## src/rtl/wb_pkg.sv

```systemverilog
//------------------------------------------------------------------
// wb_pkg: shared defaults and types for the write-back arbiter
// Rev 1.0
//------------------------------------------------------------------
`default_nettype none

package wb_pkg;

    localparam int DATA_W_DEF     = 32;
    localparam int NUM_REGS_DEF   = 32;
    localparam int STARVE_LIM_DEF = 3;

    // Which source feeds the output register this cycle
    typedef enum logic [1:0] {
        SEL_NONE = 2'd0,
        SEL_PRI  = 2'd1,
        SEL_FIFO = 2'd2
    } sel_e;

    // The starve counter must be able to hold the limit value itself
    function automatic int starve_w(input int lim);
        return (lim < 1) ? 1 : $clog2(lim + 1);
    endfunction

endpackage

`default_nettype wire

```

## src/rtl/wb_fifo.sv

```systemverilog
//------------------------------------------------------------------
// wb_fifo: secondary write-back queue exposing per-entry valid/addr
// Rev 1.0
//------------------------------------------------------------------
`default_nettype none

module wb_fifo #(
    parameter int DEPTH  = 4,
    parameter int DATA_W = 32,
    parameter int ADDR_W = 5
) (
    input  logic                         clk,
    input  logic                         rstn,
    input  logic                         push,
    input  logic                         pop,
    input  logic [ADDR_W-1:0]            push_addr,
    input  logic [DATA_W-1:0]            push_data,
    output logic [$clog2(DEPTH+1)-1:0]   count,
    output logic [ADDR_W-1:0]            head_addr,
    output logic [DATA_W-1:0]            head_data,
    output logic [DEPTH-1:0]             ent_valid,
    output logic [ADDR_W-1:0]            ent_addr [DEPTH]
);

    localparam int PTR_W = $clog2(DEPTH);

    logic [PTR_W-1:0]  wr_ptr;
    logic [PTR_W-1:0]  rd_ptr;
    logic [ADDR_W-1:0] mem_addr [DEPTH];
    logic [DATA_W-1:0] mem_data [DEPTH];

    // Explicit wrap so non-power-of-two depths work
    function automatic logic [PTR_W-1:0] ptr_inc(input logic [PTR_W-1:0] p);
        return (p == PTR_W'(DEPTH - 1)) ? '0 : p + 1'b1;
    endfunction

    always_ff @(posedge clk or negedge rstn) begin
        if (!rstn) begin
            wr_ptr    <= '0;
            rd_ptr    <= '0;
            count     <= '0;
            ent_valid <= '0;
        end else begin
            if (pop) begin
                rd_ptr            <= ptr_inc(rd_ptr);
                ent_valid[rd_ptr] <= 1'b0;
            end
            if (push) begin
                wr_ptr            <= ptr_inc(wr_ptr);
                ent_valid[wr_ptr] <= 1'b1;
            end
            case ({push, pop})
                2'b10:   count <= count + 1'b1;
                2'b01:   count <= count - 1'b1;
                default: count <= count;
            endcase
        end
    end

    always_ff @(posedge clk) begin
        if (push) begin
            mem_addr[wr_ptr] <= push_addr;
            mem_data[wr_ptr] <= push_data;
        end
    end

    assign head_addr = mem_addr[rd_ptr];
    assign head_data = mem_data[rd_ptr];

    for (genvar i = 0; i < DEPTH; i++) begin : g_ent
        assign ent_addr[i] = mem_addr[i];
    end

endmodule

`default_nettype wire

```

## src/rtl/wb_arbiter.sv

```systemverilog
//------------------------------------------------------------------
// wb_arbiter: merges ALU and queued long-latency results onto the regfile port
// Rev 1.0
//------------------------------------------------------------------
`default_nettype none

module wb_arbiter
    import wb_pkg::*;
#(
    parameter int DATA_W     = DATA_W_DEF,
    parameter int NUM_REGS   = NUM_REGS_DEF,
    parameter int ADDR_W     = $clog2(NUM_REGS),
    parameter int FIFO_DEPTH = 4,
    parameter int READ_PORTS = 2,
    parameter int STARVE_LIM = STARVE_LIM_DEF,
    parameter int DROP_R0    = 1
) (
    input  logic                  clk,
    input  logic                  rstn,
    input  logic                  p_valid,
    input  logic [ADDR_W-1:0]     p_addr,
    input  logic [DATA_W-1:0]     p_data,
    input  logic                  s_valid,
    output logic                  s_ready,
    input  logic [ADDR_W-1:0]     s_addr,
    input  logic [DATA_W-1:0]     s_data,
    output logic                  wr_en,
    output logic [ADDR_W-1:0]     wr_addr,
    output logic [DATA_W-1:0]     wr_data,
    input  logic [ADDR_W-1:0]     chk_addr [READ_PORTS],
    output logic [READ_PORTS-1:0] chk_pending,
    output logic                  stall_req,
    output logic                  wb_conflict
);

    localparam int CNT_W = $clog2(FIFO_DEPTH + 1);
    localparam int SW    = starve_w(STARVE_LIM);

    logic [CNT_W-1:0]  count;
    logic [ADDR_W-1:0] head_addr;
    logic [DATA_W-1:0] head_data;
    logic [FIFO_DEPTH-1:0] ent_valid;
    logic [ADDR_W-1:0] ent_addr [FIFO_DEPTH];
    logic              fifo_empty;
    logic              p_drop;
    logic              s_drop;
    logic              push;
    logic              pop;
    logic              p_hit;
    sel_e              sel;
    logic [SW-1:0]     starve;
    logic [SW-1:0]     starve_nxt;

    assign s_ready    = (count < CNT_W'(FIFO_DEPTH));
    assign fifo_empty = (count == '0);
    assign p_drop     = (DROP_R0 != 0) && (p_addr == '0);
    assign s_drop     = (DROP_R0 != 0) && (s_addr == '0);
    // A dropped secondary write still handshakes but never occupies a slot
    assign push       = s_valid && s_ready && !s_drop;
    assign pop        = (sel == SEL_FIFO);

    wb_fifo #(
        .DEPTH  (FIFO_DEPTH),
        .DATA_W (DATA_W),
        .ADDR_W (ADDR_W)
    ) u_fifo (
        .clk       (clk),
        .rstn      (rstn),
        .push      (push),
        .pop       (pop),
        .push_addr (s_addr),
        .push_data (s_data),
        .count     (count),
        .head_addr (head_addr),
        .head_data (head_data),
        .ent_valid (ent_valid),
        .ent_addr  (ent_addr)
    );

    always_comb begin
        sel = SEL_NONE;
        if (p_valid)
            sel = SEL_PRI;
        else if (!fifo_empty)
            sel = SEL_FIFO;
    end

    always_comb begin
        p_hit = 1'b0;
        for (int j = 0; j < FIFO_DEPTH; j++)
            if (ent_valid[j] && (ent_addr[j] == p_addr))
                p_hit = 1'b1;
    end

    // Saturating count of consecutive cycles the queue head was denied
    always_comb begin
        starve_nxt = starve;
        if (fifo_empty || pop)
            starve_nxt = '0;
        else if (p_valid && (starve != SW'(STARVE_LIM)))
            starve_nxt = starve + 1'b1;
    end

    always_ff @(posedge clk or negedge rstn) begin
        if (!rstn) begin
            wr_en   <= 1'b0;
            wr_addr <= '0;
            wr_data <= '0;
        end else begin
            case (sel)
                SEL_PRI: begin
                    wr_en   <= !p_drop;
                    wr_addr <= p_addr;
                    wr_data <= p_data;
                end
                SEL_FIFO: begin
                    wr_en   <= 1'b1;
                    wr_addr <= head_addr;
                    wr_data <= head_data;
                end
                default: wr_en <= 1'b0;
            endcase
        end
    end

    always_ff @(posedge clk or negedge rstn) begin
        if (!rstn) begin
            starve      <= '0;
            stall_req   <= 1'b0;
            wb_conflict <= 1'b0;
        end else begin
            starve    <= starve_nxt;
            stall_req <= (starve_nxt >= SW'(STARVE_LIM));
            if (p_valid && (p_hit || stall_req))
                wb_conflict <= 1'b1;
        end
    end

    for (genvar i = 0; i < READ_PORTS; i++) begin : g_chk
        logic hit;
        always_comb begin
            hit = wr_en && (wr_addr == chk_addr[i]);
            for (int j = 0; j < FIFO_DEPTH; j++)
                if (ent_valid[j] && (ent_addr[j] == chk_addr[i]))
                    hit = 1'b1;
        end
        assign chk_pending[i] = hit && !((DROP_R0 != 0) && (chk_addr[i] == '0));
    end

endmodule

`default_nettype wire

```

## config.mk

```make
export PLATFORM = sky130hd
export DESIGN_NAME = wb_arbiter
export DESIGN_NICKNAME = d
export VERILOG_FILES = /design/src/rtl/wb_pkg.sv /design/src/rtl/wb_fifo.sv /design/src/rtl/wb_arbiter.sv
export SDC_FILE = /design/constraint.sdc
export NUM_CORES = 1
export LEC_CHECK = 0
export CAP_MARGIN = 20
export CORE_UTILIZATION = 45
export DETAILED_ROUTE_END_ITERATION = 8
export PLACE_DENSITY = 0.65
export SYNTH_ARGS = -nofsm -noshare
export SYNTH_HDL_FRONTEND = slang
export SYNTH_SLANG_ARGS = --single-unit
```

## constraint.sdc

```tcl
create_clock -name clk -period 3.4 [get_ports clk]
set_input_delay 0.51 -clock clk [delete_from_list [all_inputs] [get_ports clk]]
set_output_delay 0.51 -clock clk [all_outputs]
set_load 0.03 [all_outputs]
```

# Yosys cells after proc, flatten, opt, wreduce, memory -nomap -nowiden

Memories as Yosys holds them, arrays and structs flattened.
Cells that the tools add are included.

Add/subtract/negate cells: 5
$lt $le $gt $ge: 6
Equal/unequal tests: 21
Mux-type cells: 30
Bitwise operators: 3
Reductions and logical operators: 35

Operators with widths:

| cell                  | number |
|---|---|
| $eq A5 B5 Y1          | 14 |
| $pmux W32 S2          | 1 |
| $logic_and A1 B1 Y1   | 22 |
| $logic_not A5 Y1      | 4 |
| $mux W1               | 16 |
| $mux W2               | 6 |
| $pmux W5 S2           | 1 |
| $eq A2 B2 Y1 const B  | 4 |
| $mux W4               | 2 |
| $add A2 B1 Y2 const B | 3 |
| $lt A2 B3 Y1 const B  | 2 |
| $pmux W3 S2           | 1 |
| $and A4 B4 Y4         | 1 |
| $demux W1 S2          | 2 |
| $eq A2 B1 Y1 const B  | 2 |
| $ge A2 B1 Y1 const B  | 2 |
| $logic_not A1 Y1      | 4 |
| $not A4 Y4            | 1 |
| $or A4 B4 Y4          | 1 |
| $reduce_bool A2 Y1    | 2 |
| $add A3 B1 Y3 const B | 1 |
| $logic_not A3 Y1      | 1 |
| $lt A3 B3 Y1 const B  | 1 |
| $sub A3 B1 Y3 const B | 1 |
| 4 further kinds       | 5 |

Register bits: 53
Bits in writable memories: 148
Input port bits: 88
Output and inout port bits: 43
Word-level logic and storage cells: 112
Memories kept: 2

Memory list:

| name            | words | width | read ports | clocked after Yosys merged registers in | write ports | RTL line      | source |
|---|---|---|---|---|---|---|---|
| u_fifo.mem_data | 4     | 32    | 1          | 0                                       | 1           | wb_fifo.sv:30 | `logic [DATA_W-1:0] mem_data [DEPTH];` |
| u_fifo.mem_addr | 4     | 5     | 5          | 0                                       | 1           | wb_fifo.sv:29 | `logic [ADDR_W-1:0] mem_addr [DEPTH];` |

# Logic depth before layout (Yosys ltp)

Gate-level depths: netlist of run 1.

Depth in word-level cells: 9
Mapped depth: 9
Mapped depth without buffers: 9

# Modules after synthesis

Synthesis of run 1 repeated with hierarchy kept, for this count alone.

Cell total of the unflattened synthesis: 552
Area, all modules: 8,841.0 um^2

Modules (own cells, without submodules):

| module     | instances | cells each | area an instance (um^2) |
|---|---|---|---|
| wb_fifo    | 1         | 245        | 5,935.7 |
| wb_arbiter | 1         | 307        | 2,905.3 |

# Worst setup path after synthesis of run 1

No wires, ideal clock.

Path type: input -> register
From: in s_addr[1]
To: reg u_fifo.count[2]
Arrival: 2.236 ns
Path slack: 1.079 ns
Cell stages on the path: 9
Path buffers: 0
Cell sequence: or3_1 o311a_4 inv_1 ha_1 inv_1 fa_1 xor2_1 nor2_1 xnor2_1

Longest elaborated chain between the ends: 5

RTL lines:

| item                                                     | RTL line         | source |
|---|---|---|
| start, declared                                          | wb_arbiter.sv:25 | `input logic [ADDR_W-1:0] s_addr,` |
| $logic_not A5 Y1 *                                       | wb_arbiter.sv:57 | `assign s_drop = (DROP_R0 != 0) && (s_addr == '0);` |
| $logic_not A1 Y1 *                                       | wb_arbiter.sv:59 | `assign push = s_valid && s_ready && !s_drop;` |
| $logic_and A1 B1 Y1 *                                    | wb_arbiter.sv:59 |  |
| $eq A2 B1 Y1 / $eq A2 B2 Y1 (equally long branches)      | wb_fifo.sv:52    | `case ({push, pop})` |
| $pmux W3 S2 / $reduce_bool A2 Y1 (equally long branches) | n/a              |  |
| end signal, assigned                                     | wb_fifo.sv:53    | `2'b10: count <= count + 1'b1;` |
| end signal, assigned                                     | wb_fifo.sv:54    | `2'b01: count <= count - 1'b1;` |
| end signal, assigned                                     | wb_fifo.sv:55    | `default: count <= count;` |
| end, declared                                            | wb_fifo.sv:18    | `output logic [$clog2(DEPTH+1)-1:0] count,` |

Mark *: on every way between the ends. The rest lies on a longest branch, timed or not.
A chain may end at the register's enable or synchronous reset.

# Worst setup path in the final report of run 1

From: in chk_addr[5] (netlist bit)
To: out chk_pending[0]

Longest elaborated chain between the ends: 7

RTL lines:

| item                                          | RTL line                             | source |
|---|---|---|
| start, declared                               | wb_arbiter.sv:30                     | `input logic [ADDR_W-1:0] chk_addr [READ_PORTS],` |
| $eq A5 B5 Y1, on equally long branches        | wb_arbiter.sv:142, wb_arbiter.sv:144 |  |
| $logic_and A1 B1 Y1, on equally long branches | wb_arbiter.sv:142, wb_arbiter.sv:144 |  |
| $mux W1 (4 in a row)                          | wb_arbiter.sv:144                    | `if (ent_valid[j] && (ent_addr[j] == chk_addr[i]))` |
| $logic_and A1 B1 Y1 *                         | wb_arbiter.sv:147                    | `assign chk_pending[i] = hit && !((DROP_R0 != 0) && (chk_addr[i] == '0));` |
| end, declared                                 | wb_arbiter.sv:31                     | `output logic [READ_PORTS-1:0] chk_pending,` |

Marked as above.

==> results of run 1 <==
-- synth_stat cells --
library cell,n
sky130_fd_sc_hd__buf_4,1
sky130_fd_sc_hd__buf_1,1
sky130_fd_sc_hd__o21ai_0,20
sky130_fd_sc_hd__mux2i_1,39
sky130_fd_sc_hd__xnor2_1,16
sky130_fd_sc_hd__nor2_1,6
sky130_fd_sc_hd__dfrtp_1,53
sky130_fd_sc_hd__mux2_2,1
sky130_fd_sc_hd__buf_6,6
sky130_fd_sc_hd__inv_1,8
sky130_fd_sc_hd__nor3_1,2
sky130_fd_sc_hd__nand3_2,1
sky130_fd_sc_hd__nor4_1,14
sky130_fd_sc_hd__nand2_1,46
sky130_fd_sc_hd__or3_1,2
sky130_fd_sc_hd__a31oi_1,2
sky130_fd_sc_hd__o311a_4,1
sky130_fd_sc_hd__nand3_1,15
sky130_fd_sc_hd__clkinv_1,1
sky130_fd_sc_hd__o21ai_1,20
sky130_fd_sc_hd__buf_2,21
sky130_fd_sc_hd__a21o_1,5
sky130_fd_sc_hd__mux4_2,27
sky130_fd_sc_hd__clkbuf_1,8
sky130_fd_sc_hd__fa_1,1
sky130_fd_sc_hd__xor2_1,58
sky130_fd_sc_hd__ha_1,10
sky130_fd_sc_hd__mux4_1,10
sky130_fd_sc_hd__o22a_1,2
sky130_fd_sc_hd__or4_1,2
sky130_fd_sc_hd__edfxtp_1,148
sky130_fd_sc_hd__and2_4,4
sky130_fd_sc_hd__a31oi_2,1
sky130_fd_sc_hd__nand4_1,1
-- worst paths after layout --
| check | start | to | slack [ps] | cells past startpoint |
|---|---|---|---|---|
| hold / removal | p_valid | u_fifo.rd_ptr[1]$_DFFE_PN0N_ | 410 | 4 |
| setup reg to reg | u_fifo.count[2]$_DFFE_PN0P_ | u_fifo.count[2]$_DFFE_PN0P_ | 1250 | 8 |
| setup / recovery | chk_addr[5] | chk_pending[0] | 230 | 7 |
| min in group asynchronous | rstn | wr_data[9]$_DFFE_PN0P_ | 510 | 2 |
| hold reg to reg | wb_conflict$_DFFE_PN0P_ | wb_conflict$_DFFE_PN0P_ | 480 | 1 |
| max in group asynchronous | rstn | u_fifo.rd_ptr[1]$_DFFE_PN0N_ | 1940 | 3 |
-- flip-flops by register name, indices dropped and copies added, names as in the netlist --
name / flops
stall_req: 1
starve: 2
u_fifo.count: 3
u_fifo.ent_valid: 4
u_fifo.mem_addr: 20
u_fifo.mem_data: 128
u_fifo.rd_ptr: 2
u_fifo.wr_ptr: 2
wb_conflict: 1
wr_addr: 5
wr_data: 32
wr_en: 1
-- cells by family after synthesis --
kind of cell | after synthesis | share of synthesized area (%)
mux | 77 | 14.41
compound gates | 51 | 3.414
flops | 201 | 65.33
simple gates | 93 | 5.057
fa+ha+maj | 11 | 1.643
xor+xnor | 74 | 7.338
buf+inv | 46 | 2.805
-- worst min-delay path: cells and delay by family --
kind / cells / cell delay, ps
AND/OR/NAND/NOR: 1 / 70
buffers and inverters: 1 / 110
AO/OA/AOI/OAI: 2 / 160
-- layout make-up --
cell class | count | area, um2 | share of cell area, %
multi-input cells | 306 | 2814 | 25.48
clock inverters | 13 | 101.3 | 0.9176
well taps | 260 | 325.3 | 2.946
diodes | 1 | 2.502 | 0.02266
clock buffers | 27 | 620.6 | 5.619
inverters | 9 | 33.78 | 0.3059
repair buffers | 139 | 1374 | 12.44
flip-flops and latches | 201 | 5773 | 52.27
-- layer usage --
metal	wire length, um	up-vias
li1	-	2334
met1	8613	2532
met2	9776	131
met3	915	28
met4	356	0
met5	0	-
-- repair_timing --
item / 4_1_cts / 5_1_grt
hold buffers: 1 / 0
resized for setup: 0 / 0
hold endpoints to repair: 16 / 0
setup buffers: 0 / 0
-- through the flow --
stage	util (%)	power (mW)	cell area, um2
finish	58.26	8.473	11040
global route	58.25	8.889	11040
global placement	54.39	6.189	10310
CTS	58.25	8.571	11040
floorplan	-	5.290	8832
detailed placement	54.39	6.258	10310
-- power breakdown --
part / leakage [nW] / internal, mW / switching, mW / total [mW]
sequential: 1.98 / 3.13 / 0.385 / 3.52
clock: 0.348 / 1.37 / 0.928 / 2.30
combinational: 1.86 / 1.28 / 1.37 / 2.65
total: 4.19 / 5.79 / 2.68 / 8.47
==> metrics.md, run 1 <==
| Metric | Value |
|---|---|
| Number of non-filler instances in the completed layout | `956` |
| Fraction of layout cells with a size suffix above 1 | `12.09%` |
| Number of inserted filler cells in the final layout | `1,488` |
| Ranking of synthesized cells by area | `sky130_fd_sc_hd__edfxtp_1, sky130_fd_sc_hd__dfrtp_1, sky130_fd_sc_hd__mux4_2` |
| Top delay family on crit path | `buffers and inverters` |
| Post-synthesis to final-layout area growth | `25.05%` |
| Final nets | `778` |
| Average cell area after synthesis | `15.97 um2` |
| Number of buffers created by CTS | `22` |
| Total count of max-transition violations in the final report | `0` |
| Total clock sinks | `201` |
| Die outline area | `20,190 um2` |
| Path type of the worst setup path | `in -> out` |
| Total negative slack | `0 ps` |
| CP Buf/Inv Count | `2` |
| Horizontal extent of the die | `142.1 um` |
| Setup skew after layout | `22.85 ps` |
| Via count of the first global-routing pass | `5,392` |
| Slowest stage cell on the critical path | `sky130_fd_sc_hd__clkdlybuf4s50_1` |
| Clock input transition at the sequential cells of the worst setup and hold paths | `50 ps` |
| Required time of the critical path | `2890 ps` |
| Count of input and output buffers | `130` |
| CP max FO | `6` |
| Met2 GRT Util | `34.57%` |
| Synthesized cell area | `8832 um2` |
| Root cell of the clock tree | `sky130_fd_sc_hd__clkbuf_16` |
| Cell-by-cell listing of the critical path | `clkdlybuf4s50_1, xor2_1, nor4_1, nand3_1, nand3_1, o22a_1, clkdlybuf4s50_1` |
| Final worst-path cycle share | `93.24%` |
| Maximum operating frequency | `315.4 MHz` |
| Reported leakage power | `4.185 nW` |
| Unrepaired setup endpoints after global routing | `no` |
| Result of the run | `finished clean` |
| Minimum clock period after layout | `3170 ps` |
| Dominant cell type by area after synthesis | `sky130_fd_sc_hd__edfxtp_1` |
| DP HPWL | `12,710 um` |
| Detailed-route wire length | `19,660 um` |
| Clock tree from TritonCTS | `done` |
| Commonest non-fill, non-tap cells in the layout | `sky130_fd_sc_hd__edfxtp_1, sky130_fd_sc_hd__clkdlybuf4s50_1, sky130_fd_sc_hd__xor2_1, sky130_fd_sc_hd__dfrtp_1, sky130_fd_sc_hd__nand2_1` |
| Yosys top cell area share | `50.32%` |
| Most crowded layer after global routing | `met2` |
| Number of standard cells after synthesis | `553` |
| Hold Violations, Final | `0` |
| Global-route wire length before repair | `30,810 um` |
| Worst Setup End Kind | `primary output` |
| Total via count after detailed routing | `5,025` |
| Worst max-slew margin expressed relative to the limit | `48.49%` |
| Starting density of the core | `46.59%` |
| Setup slack at placement | `215.4 ps` |
| Portion of the post-synthesis area used by sequential elements | `65.34%` |
| Met3 Track Usage GR | `3.028%` |
| Slew at the pin with the worst max-slew slack | `772.6 ps` |
| Post-synth cell types | `34` |
| Critical path data arrival time | `2660 ps` |
| Initial drt markers | `306` |
| Yosys reg bits | `201` |
| Total placed cells including tap cells | `914` |
| Fin worst setup slack | `229.8 ps` |
| Via density | `5.256` |
| Worst hold slack | `411.3 ps` |
| Clock insertion delay at the later pin of the skew report | `500 ps` |
| Standard-cell rows | `50` |
| Detailed-route wire length per cell | `20.57 um` |
| Routability congestion estimate from global placement | `0.9039` |
| Leading cell type in the layout, fill and taps excluded | `sky130_fd_sc_hd__edfxtp_1` |
| Total nets after synthesis | `652` |
| Largest net degree at the start of global routing | `79` |
| Number of antenna violations at the first check in global routing | `1` |
| Number of nets with antenna violations after routing | `0` |
| Overall Global Routing Usage | `20.44%` |
| Global-route congestion overflow total | `0` |
| Hold WC Path Type | `in -> reg` |
| First-pass DRT Iterations | `4` |
| Number of top-level pins | `131` |
| Startpoint class of the critical path | `input port` |
| Maximum VDD drop | `0.4603 mV` |
| Endpoints failing setup | `0` |
| Maximum capacitance violations | `0` |
| Number of warnings reported in the yosys synthesis log | `0` |
| Core box area | `18,960 um2` |
| Number of remaining DRC errors | `0` |
| Maximum buffer depth of the clock tree | `3` |
| Floorplan die height | `142.1 um` |
| Power per cell area | `767.2 nW/um2` |
| Largest incremental delay on the critical path | `680 ps` |
| Depth of the CTS H-tree | `1` |
| Global-route track usage on met1 | `27.65%` |
(Power assumes the default switching activity.)
==> run 2: changes to the inputs <==
--- a/config.mk
+++ b/config.mk
@@ -7,7 +7,9 @@
 export LEC_CHECK = 0
 export CAP_MARGIN = 20
 export CORE_UTILIZATION = 45
+export CTS_CLUSTER_DIAMETER = 200
 export DETAILED_ROUTE_END_ITERATION = 8
+export GPL_TIMING_DRIVEN = 0
 export PLACE_DENSITY = 0.65
 export SYNTH_ARGS = -nofsm -noshare
 export SYNTH_HDL_FRONTEND = slang
==> run 2 against run 1 <==
Net effect:
- routed wire length rose by 0.38%
- register-to-register slack better by 80 ps
- critical path depth decreased by 1
- sequential share of layout area down 0.28 points
- sequential power fell by 3%
- largest cell class unchanged
- critical path type is now reg -> out
- clock-buffer cell count increased by 5
- non-clock buffer count up 14
- fmax down 1.1%
- largest power group unchanged
==> metrics.md, run 2 (synthesized netlist as in run 1, its figures left out) <==
| Metric | Value |
|---|---|
| CP max FO | `4 (-2)` |
| Setup slack at placement | `475.7 ps (+260.3 ps)` |
| Total clock sinks | `201 (unchanged)` |
| Total via count after detailed routing | `5,136 (+2.2%)` |
| Maximum operating frequency | `311.9 MHz (-1.1%)` |
| Count of input and output buffers | `114 (-12%)` |
| Total count of max-transition violations in the final report | `0 (unchanged)` |
| Largest net degree at the start of global routing | `39 (-51%)` |
| Startpoint class of the critical path | `flip-flop` |
| Maximum buffer depth of the clock tree | `3 (unchanged)` |
| Path type of the worst setup path | `reg -> out` |
| Worst Setup End Kind | `primary output` |
| Detailed-route wire length | `19,740 um (+0.38%)` |
| Setup skew after layout | `6.305 ps (-16.54 ps)` |
| Number of nets with antenna violations after routing | `0 (unchanged)` |
| Met3 wire length | `944 um (+3.2%)` |
| Via density | `5.300 (+0.84%)` |
| Total power after layout | `8.683 mW (+2.5%)` |
| Leading cell type in the layout, fill and taps excluded | `sky130_fd_sc_hd__edfxtp_1` |
| Initial drt markers | `274 (-10%)` |
| Maximum capacitance violations | `0 (unchanged)` |
| Horizontal extent of the die | `142.1 um (unchanged)` |
| Clock insertion delay at the later pin of the skew report | `490 ps (about the same)` |
| Number of top-level pins | `131 (unchanged)` |
| Routability congestion estimate from global placement | `0.8644 (-4.4%)` |
| Via count of the first global-routing pass | `5,499 (+2.0%)` |
| Largest Register | `u_fifo.mem_data` |
| Clock input transition at the sequential cells of the worst setup and hold paths | `60 ps (about the same)` |
| Depth of the CTS H-tree | `1 (unchanged)` |
| Hold buffers post-CTS | `1 (unchanged)` |
| First-pass DRT Iterations | `4 (unchanged)` |
| Number of remaining DRC errors | `0 (unchanged)` |
| PostCTS Resize Cnt | `0 (unchanged)` |
| Critical path data arrival time | `2700 ps (+40 ps)` |
| Ant. Diodes | `0 (-1)` |
| Top Metal Used | `met4` |
| Hold Violations, Final | `0 (unchanged)` |
| Overall Global Routing Usage | `20.50% (+0.063 points)` |
| Standard-cell rows | `50 (unchanged)` |
| Root cell of the clock tree | `sky130_fd_sc_hd__clkbuf_16` |
| Hold WC Path Type | `in -> reg` |
| Post-Place Cell Area | `10,310 um2 (about the same)` |
| Number of buffers created by CTS | `22 (unchanged)` |
| Result of the run | `finished clean` |
| Number of antenna violations at the first check in global routing | `0 (-1)` |
| Core box area | `18,960 um2 (unchanged)` |
| Endpoints failing setup | `0 (unchanged)` |
| Global-route congestion overflow total | `0 (unchanged)` |
| Reported leakage power | `4.259 nW (+1.8%)` |
| Final nets | `792 (+1.8%)` |
| Unrepaired setup endpoints after global routing | `no` |
| Starting density of the core | `46.59% (unchanged)` |
| Fin worst setup slack | `193.9 ps (-35.89 ps)` |
| Detailed-route wire length per cell | `20.37 um (-0.97%)` |
| Worst max-slew margin expressed relative to the limit | `56.47% (+8.0 points)` |
| Minimum clock period after layout | `3206 ps (+35.89 ps)` |
| Sum of routed wire segments on met1 | `8589 um (-0.28%)` |
| Floorplan die height | `142.1 um (unchanged)` |
| Final worst-path cycle share | `94.30% (+1.1 points)` |
| DP HPWL | `13,150 um (+3.5%)` |
| Number of flip-flops under the largest register name | `128 (unchanged)` |
| Clock tree from TritonCTS | `done` |
| Die outline area | `20,190 um2 (unchanged)` |
| Worst hold slack | `359.6 ps (-51.71 ps)` |
| Post-CTS Setup Inserts | `0 (unchanged)` |
| Regs by FF count | `u_fifo.mem_data (128), wr_data (32), u_fifo.mem_addr (20)` |
| Fraction of layout cells with a size suffix above 1 | `14.10% (+2.0 points)` |
| Commonest non-fill, non-tap cells in the layout | `sky130_fd_sc_hd__edfxtp_1, sky130_fd_sc_hd__clkdlybuf4s50_1, sky130_fd_sc_hd__xor2_1, sky130_fd_sc_hd__dfrtp_1, sky130_fd_sc_hd__nand2_1` |
| Maximum VDD drop | `0.4391 mV (-4.6%)` |
| Number of inserted filler cells in the final layout | `1,478 (-0.67%)` |
| Post-synthesis to final-layout area growth | `25.67%` |
| Detailed-routed wire length on met2 | `9808 um (+0.33%)` |
| Power per cell area | `782.3 nW/um2 (+2.0%)` |
| Required time of the critical path | `2890 ps (about the same)` |
| Final design area excluding fillers | `11,100 um2 (+0.50%)` |
| Global-route wire length before repair | `31,090 um (+0.92%)` |
| Slew at the pin with the worst max-slew slack | `652.9 ps (-119.7 ps)` |
-- run 2: cell count changes in the layout (fill, tap and decap cells not counted), moves of 4 or more --
cell                              previous run  this run
sky130_fd_sc_hd__buf_2                       2        22
sky130_fd_sc_hd__buf_4                       7         1
sky130_fd_sc_hd__buf_6                       0         6
sky130_fd_sc_hd__clkbuf_1                    1        13
sky130_fd_sc_hd__clkdlybuf4s50_1           128       113
sky130_fd_sc_hd__clkinvlp_4                  4         0
-- run 2: critical path: stages (launching register included) --
cell and delay (ps):
sky130_fd_sc_hd__edfxtp_1 520, sky130_fd_sc_hd__xor2_1 230, sky130_fd_sc_hd__nor4_1 380, sky130_fd_sc_hd__nand3_1 140
sky130_fd_sc_hd__nand3_1 130, sky130_fd_sc_hd__o22a_1 150, sky130_fd_sc_hd__clkdlybuf4s50_1 660
-- run 2: where the power goes --
part	total, mW	internal, mW	leakage, nW	switching [mW]
clock network	2.49	1.56	0.383	0.937
logic	2.78	1.31	1.90	1.47
registers	3.40	3.13	1.98	0.271
total	8.68	6.00	4.26	2.68
-- run 2: path summary, 6_finish.rpt --
check,startpoint,endpoint,slack [ps],cells past startpoint
worst max-delay path,u_fifo.mem_addr[0][3]$_DFFE_PP_,chk_pending[0],190,6
worst min-delay path,p_addr[3],wr_addr[3]$_DFFE_PN0P_,360,3
worst max register to register,u_fifo.count[2]$_DFFE_PN0P_,u_fifo.count[2]$_DFFE_PN0P_,1330,8
worst min register to register,u_fifo.count[0]$_DFFE_PN0P_,u_fifo.count[0]$_DFFE_PN0P_,480,1
max in group asynchronous,rstn,starve[0]$_DFF_PN0_,2270,3
min in group asynchronous,rstn,wr_data[9]$_DFFE_PN0P_,520,2
-- run 2: layout make-up --
class / count / area [um2] / share of cell area, %
flip-flops and latches: 201 / 5771 / 51.99
well taps: 260 / 325.3 / 2.931
inverters: 9 / 33.78 / 0.3044
multi-input cells: 306 / 2814 / 25.35
repair buffers: 116 / 1166 / 10.51
clock buffers: 32 / 649.4 / 5.851
clock inverters: 8 / 126.4 / 1.139
plain buffers: 37 / 214.0 / 1.928
-- run 2: metrics by stage --
stage	util (%)	setup TNS [ps]	instances
after floorplan	-	0	553
after global placement	54.33	-9100	927
after detailed placement	54.41	0	928
after CTS	58.55	0	969
after global routing	58.55	0	969
final	58.55	0	969
-- run 2: routing by layer --
metal / vias up / GRT usage, %
met5: - / 0
met4: 0 / 5.376
met3: 33 / 3.028
met2: 159 / 35.27
met1: 2595 / 27.29
li1: 2349 / -
==> run 3: changes to the inputs <==
--- a/config.mk
+++ b/config.mk
@@ -10,7 +10,10 @@
 export CTS_CLUSTER_DIAMETER = 200
 export DETAILED_ROUTE_END_ITERATION = 8
 export GPL_TIMING_DRIVEN = 0
+export MAX_ROUTING_LAYER = met4
 export PLACE_DENSITY = 0.65
+export SKIP_LAST_GASP = 1
 export SYNTH_ARGS = -nofsm -noshare
 export SYNTH_HDL_FRONTEND = slang
+export SYNTH_HIERARCHICAL = 1
 export SYNTH_SLANG_ARGS = --single-unit
==> run 3 against run 2 <==
Net effect:
- setup slack worse by 37 ps
- utilization is 0.17 points higher
- worst hold slack worse by 240 ps
- cell count stayed put
- largest cell class unchanged
==> metrics.md, run 3 <==
| Metric | Value |
|---|---|
| Total negative slack | `0 ps (unchanged)` |
| Portion of the post-synthesis area used by sequential elements | `65.27% (about the same)` |
| DP HPWL | `14,530 um (+11%)` |
| Standard-cell rows | `50 (unchanged)` |
| Required time of the critical path | `2890 ps (about the same)` |
| Number of nets with antenna violations after routing | `0 (unchanged)` |
| Yosys top cell area share | `50.27% (about the same)` |
| Final nets | `793 (+0.13%)` |
| Critical path data arrival time | `2730 ps (+30 ps)` |
| Hold buffers post-CTS | `0 (-1)` |
| Final Core Density | `58.72% (+0.17 points)` |
| PostCTS Resize Cnt | `0 (unchanged)` |
| Sequential share of power | `39.7% (+0.5 points)` |
| Endpoints failing setup | `0 (unchanged)` |
| Overall Global Routing Usage | `22.37% (+1.9 points)` |
| Reported leakage power | `4.014 nW (-5.8%)` |
| Slew at the pin with the worst max-slew slack | `857.8 ps (+204.9 ps)` |
| Final worst-path cycle share | `95.40% (+1.1 points)` |
| Minimum clock period after layout | `3244 ps (+37.48 ps)` |
| Post-Place Cell Area | `10,410 um2 (+0.91%)` |
| Worst max-slew margin expressed relative to the limit | `42.82% (-14 points)` |
| Maximum VDD drop | `0.4032 mV (-8.2%)` |
| Leading cell type in the layout, fill and taps excluded | `sky130_fd_sc_hd__edfxtp_1` |
| Initial drt markers | `296 (+8.0%)` |
| Number of flip-flops under the largest register name | `128 (unchanged)` |
| Number of top-level pins | `131 (unchanged)` |
| Startpoint class of the critical path | `flip-flop` |
| Setup skew after layout | `13.60 ps (+7.298 ps)` |
| Commonest non-fill, non-tap cells in the layout | `sky130_fd_sc_hd__edfxtp_1, sky130_fd_sc_hd__clkdlybuf4s50_1, sky130_fd_sc_hd__xor2_1, sky130_fd_sc_hd__dfrtp_1, sky130_fd_sc_hd__nand2_1` |
| Global-route congestion overflow total | `0 (unchanged)` |
| Synthesized cell area | `8841 um2 (about the same)` |
| Total nets after synthesis | `651 (-0.15%)` |
| Root cell of the clock tree | `sky130_fd_sc_hd__clkbuf_16` |
| Core box area | `18,960 um2 (unchanged)` |
| Maximum capacitance violations | `0 (unchanged)` |
| Total via count after detailed routing | `5,218 (+1.6%)` |
| Hold WC Path Type | `in -> async` |
| Top cells by count, synth | `sky130_fd_sc_hd__edfxtp_1, sky130_fd_sc_hd__xor2_1, sky130_fd_sc_hd__dfrtp_1, sky130_fd_sc_hd__nand2_1, sky130_fd_sc_hd__mux2i_1` |
| Worst Setup End Kind | `primary output` |
| Regs by FF count | `u_fifo/mem_data (128), wr_data (32), u_fifo/mem_addr (20)` |
| First-pass DRT Iterations | `4 (unchanged)` |
| CP max FO | `4 (unchanged)` |
| Result of the run | `finished clean` |
| Worst R2R Start | `u_fifo/count[1]$_DFFE_PN0P_` |
| Total clock sinks | `201 (unchanged)` |
| Post-synthesis to final-layout area growth | `25.90%` |
| Via density | `5.385 (+1.6%)` |
| Number of remaining DRC errors | `0 (unchanged)` |
| Total placed cells including tap cells | `931 (+0.32%)` |
| Proportion of register bits with asynchronous set or reset after synthesis | `26.37% (unchanged)` |
| Total count of max-transition violations in the final report | `0 (unchanged)` |
| Clock input transition at the sequential cells of the worst setup and hold paths | `60 ps (about the same)` |
| Routability congestion estimate from global placement | `0.9186 (+6.3%)` |
| Clock power share | `27.4% (-1.3 points)` |
| Detailed-route wire length per cell | `21.63 um (+6.2%)` |
| Floorplan die height | `142.2 um (about the same)` |
| Power per cell area | `778.7 nW/um2 (-0.45%)` |
| Terminus of the critical flop-to-flop path | `u_fifo/count[2]$_DFFE_PN0P_` |
| Switching power share of the total | `31.32% (+0.46 points)` |
| Fraction of power consumed by combinational cells | `32.9% (+0.8 points)` |
| Maximum buffer depth of the clock tree | `3 (unchanged)` |
| Total power after layout | `8.668 mW (-0.17%)` |
| Number of inserted filler cells in the final layout | `1,455 (-1.6%)` |
| Internal power | `5.953 mW (-0.84%)` |
| Maximum operating frequency | `308.3 MHz (-1.2%)` |
| Post-synth cell types | `32 (-5.9%)` |
| Switching power | `2.715 mW (+1.3%)` |
| Number of non-filler instances in the completed layout | `969 (unchanged)` |
| Number of antenna violations at the first check in global routing | `0 (unchanged)` |
| Unrepaired setup endpoints after global routing | `no` |
| Average cell area after synthesis | `16.02 um2 (+0.28%)` |
| Largest Register | `u_fifo/mem_data` |
| Number of standard cells after synthesis | `552 (-0.18%)` |
| Most instantiated library cell after synthesis | `sky130_fd_sc_hd__edfxtp_1` |
| Post-CTS Setup Inserts | `0 (unchanged)` |
| Horizontal extent of the die | `142.2 um (about the same)` |
| Final design area excluding fillers | `11,130 um2 (+0.28%)` |
| Number of buffers created by CTS | `21 (-4.5%)` |
| Starting density of the core | `46.64% (about the same)` |
| Hold Violations, Final | `0 (unchanged)` |
| Global-route wire length before repair | `31,840 um (+2.4%)` |
| Count of input and output buffers | `114 (unchanged)` |
| Dominant cell type by area after synthesis | `sky130_fd_sc_hd__edfxtp_1` |
| Path type of the worst setup path | `reg -> out` |
| Clock tree from TritonCTS | `done` |
| Cell count of the worst reg-to-reg path | `9 (+1)` |
| Clock insertion delay at the later pin of the skew report | `500 ps (about the same)` |
| Depth of the CTS H-tree | `1 (unchanged)` |
| Ranking of synthesized cells by area | `sky130_fd_sc_hd__edfxtp_1, sky130_fd_sc_hd__dfrtp_1, sky130_fd_sc_hd__mux4_2` |
| Post-synth top flop | `sky130_fd_sc_hd__edfxtp_1` |
| Register-to-register setup slack | `930 ps (-400 ps)` |
| Fraction of layout cells with a size suffix above 1 | `15.66% (+1.6 points)` |
| Detailed-route wire length | `20,960 um (+6.2%)` |
| Post-synth EDFFs | `148 (unchanged)` |
| Ant. Diodes | `0 (unchanged)` |
| Yosys reg bits | `201 (unchanged)` |
| Largest net degree at the start of global routing | `33 (-15%)` |
| Die outline area | `20,210 um2 (about the same)` |
| Number of warnings reported in the yosys synthesis log | `6 (+6)` |
| Via count of the first global-routing pass | `5,555 (+1.0%)` |
run 3: cell count changes after synthesis, sizes merged:
cell    previous run  this run
a31oi              3         1
nor2               6         4
a21oi              0         1
buf               29        28
clkbuf             8         9
clkinv             1         0
mux2i             39        38
nor3               2         3
o21ai             40        41
or3                2         3
or4                2         3
run 3: layout make-up:
type,count,area (um2),area share [%]
buffer,37,292.8,2.630
clock buffer,29,595.6,5.351
clock inverter,9,127.6,1.147
inverter,8,30.03,0.2698
multi-input combinational,306,2753,24.73
sequential,201,5771,51.84
tap,260,325.3,2.923
timing repair buffer,119,1236,11.11
run 3: kinds of logic (layout without fill, tap and decap cells):
| group | Yosys count | count (layout) | synth area share [%] |
|---|---|---|---|
| DFF | 201 | 201 | 65.27 |
| AOI/OAI and AO/OA | 51 | 51 | 3.184 |
| xor gates and xnor gates | 74 | 74 | 7.331 |
| muxes | 76 | 76 | 13.86 |
| adders and majority gates | 11 | 11 | 1.642 |
| buffers and inverters | 45 | 202 | 3.651 |
| and+or+nand+nor | 94 | 94 | 5.067 |
run 3: per-layer routing:
metal / track usage, % / vias to the layer above / wire [um]
li1: - / 2348 / -
met1: 28.29 / 2662 / 9005
met2: 36.69 / 167 / 10310
met3: 4.038 / 41 / 1148
met4: 7.187 / 0 / 490
met5: - / - / 0
run 3: through the flow:
step,hold WS (ps),setup WS (ps)
after floorplan,214.4,1027
after global placement,485.2,-257.2
after detailed placement,500.6,369.7
after CTS,140.3,138.7
after global routing,176.7,96.19
final,117.9,156.4
run 3: how the worst max path moves through the flow:
stage | to | start | cells after the start
final | chk_pending[1] | u_fifo/mem_addr[3][3]$_DFFE_PP_ | 6
after CTS | chk_pending[1] | u_fifo/mem_addr[3][3]$_DFFE_PP_ | 6
after global routing | chk_pending[1] | u_fifo/mem_addr[3][3]$_DFFE_PP_ | 6
after floorplan | u_fifo/count[2]$_DFFE_PN0P_ | p_valid | 9
after global placement | u_fifo/mem_data[2][26]$_DFFE_PP_ | s_addr[1] | 4
after detailed placement | u_fifo/count[2]$_DFFE_PN0P_ | p_valid | 9
run 3: critical path, stage by stage (launching register included):
cell and delay, ps:
sky130_fd_sc_hd__edfxtp_1 500, sky130_fd_sc_hd__xor2_1 200, sky130_fd_sc_hd__nor4_1 470, sky130_fd_sc_hd__nand3_1 140
sky130_fd_sc_hd__nand3_1 110, sky130_fd_sc_hd__o22a_1 150, sky130_fd_sc_hd__clkdlybuf4s50_1 670
run 3: power by group through the flow:
stage                     registers (mW)  clock network, mW  logic [mW]
final                               3.44               2.37        2.85
after global routing                3.49               2.51        3.08
after CTS                           3.44               2.42        2.90
after detailed placement            3.49                  0        2.89
after global placement              3.48                  0        2.80
after floorplan                     3.73                  0        1.59
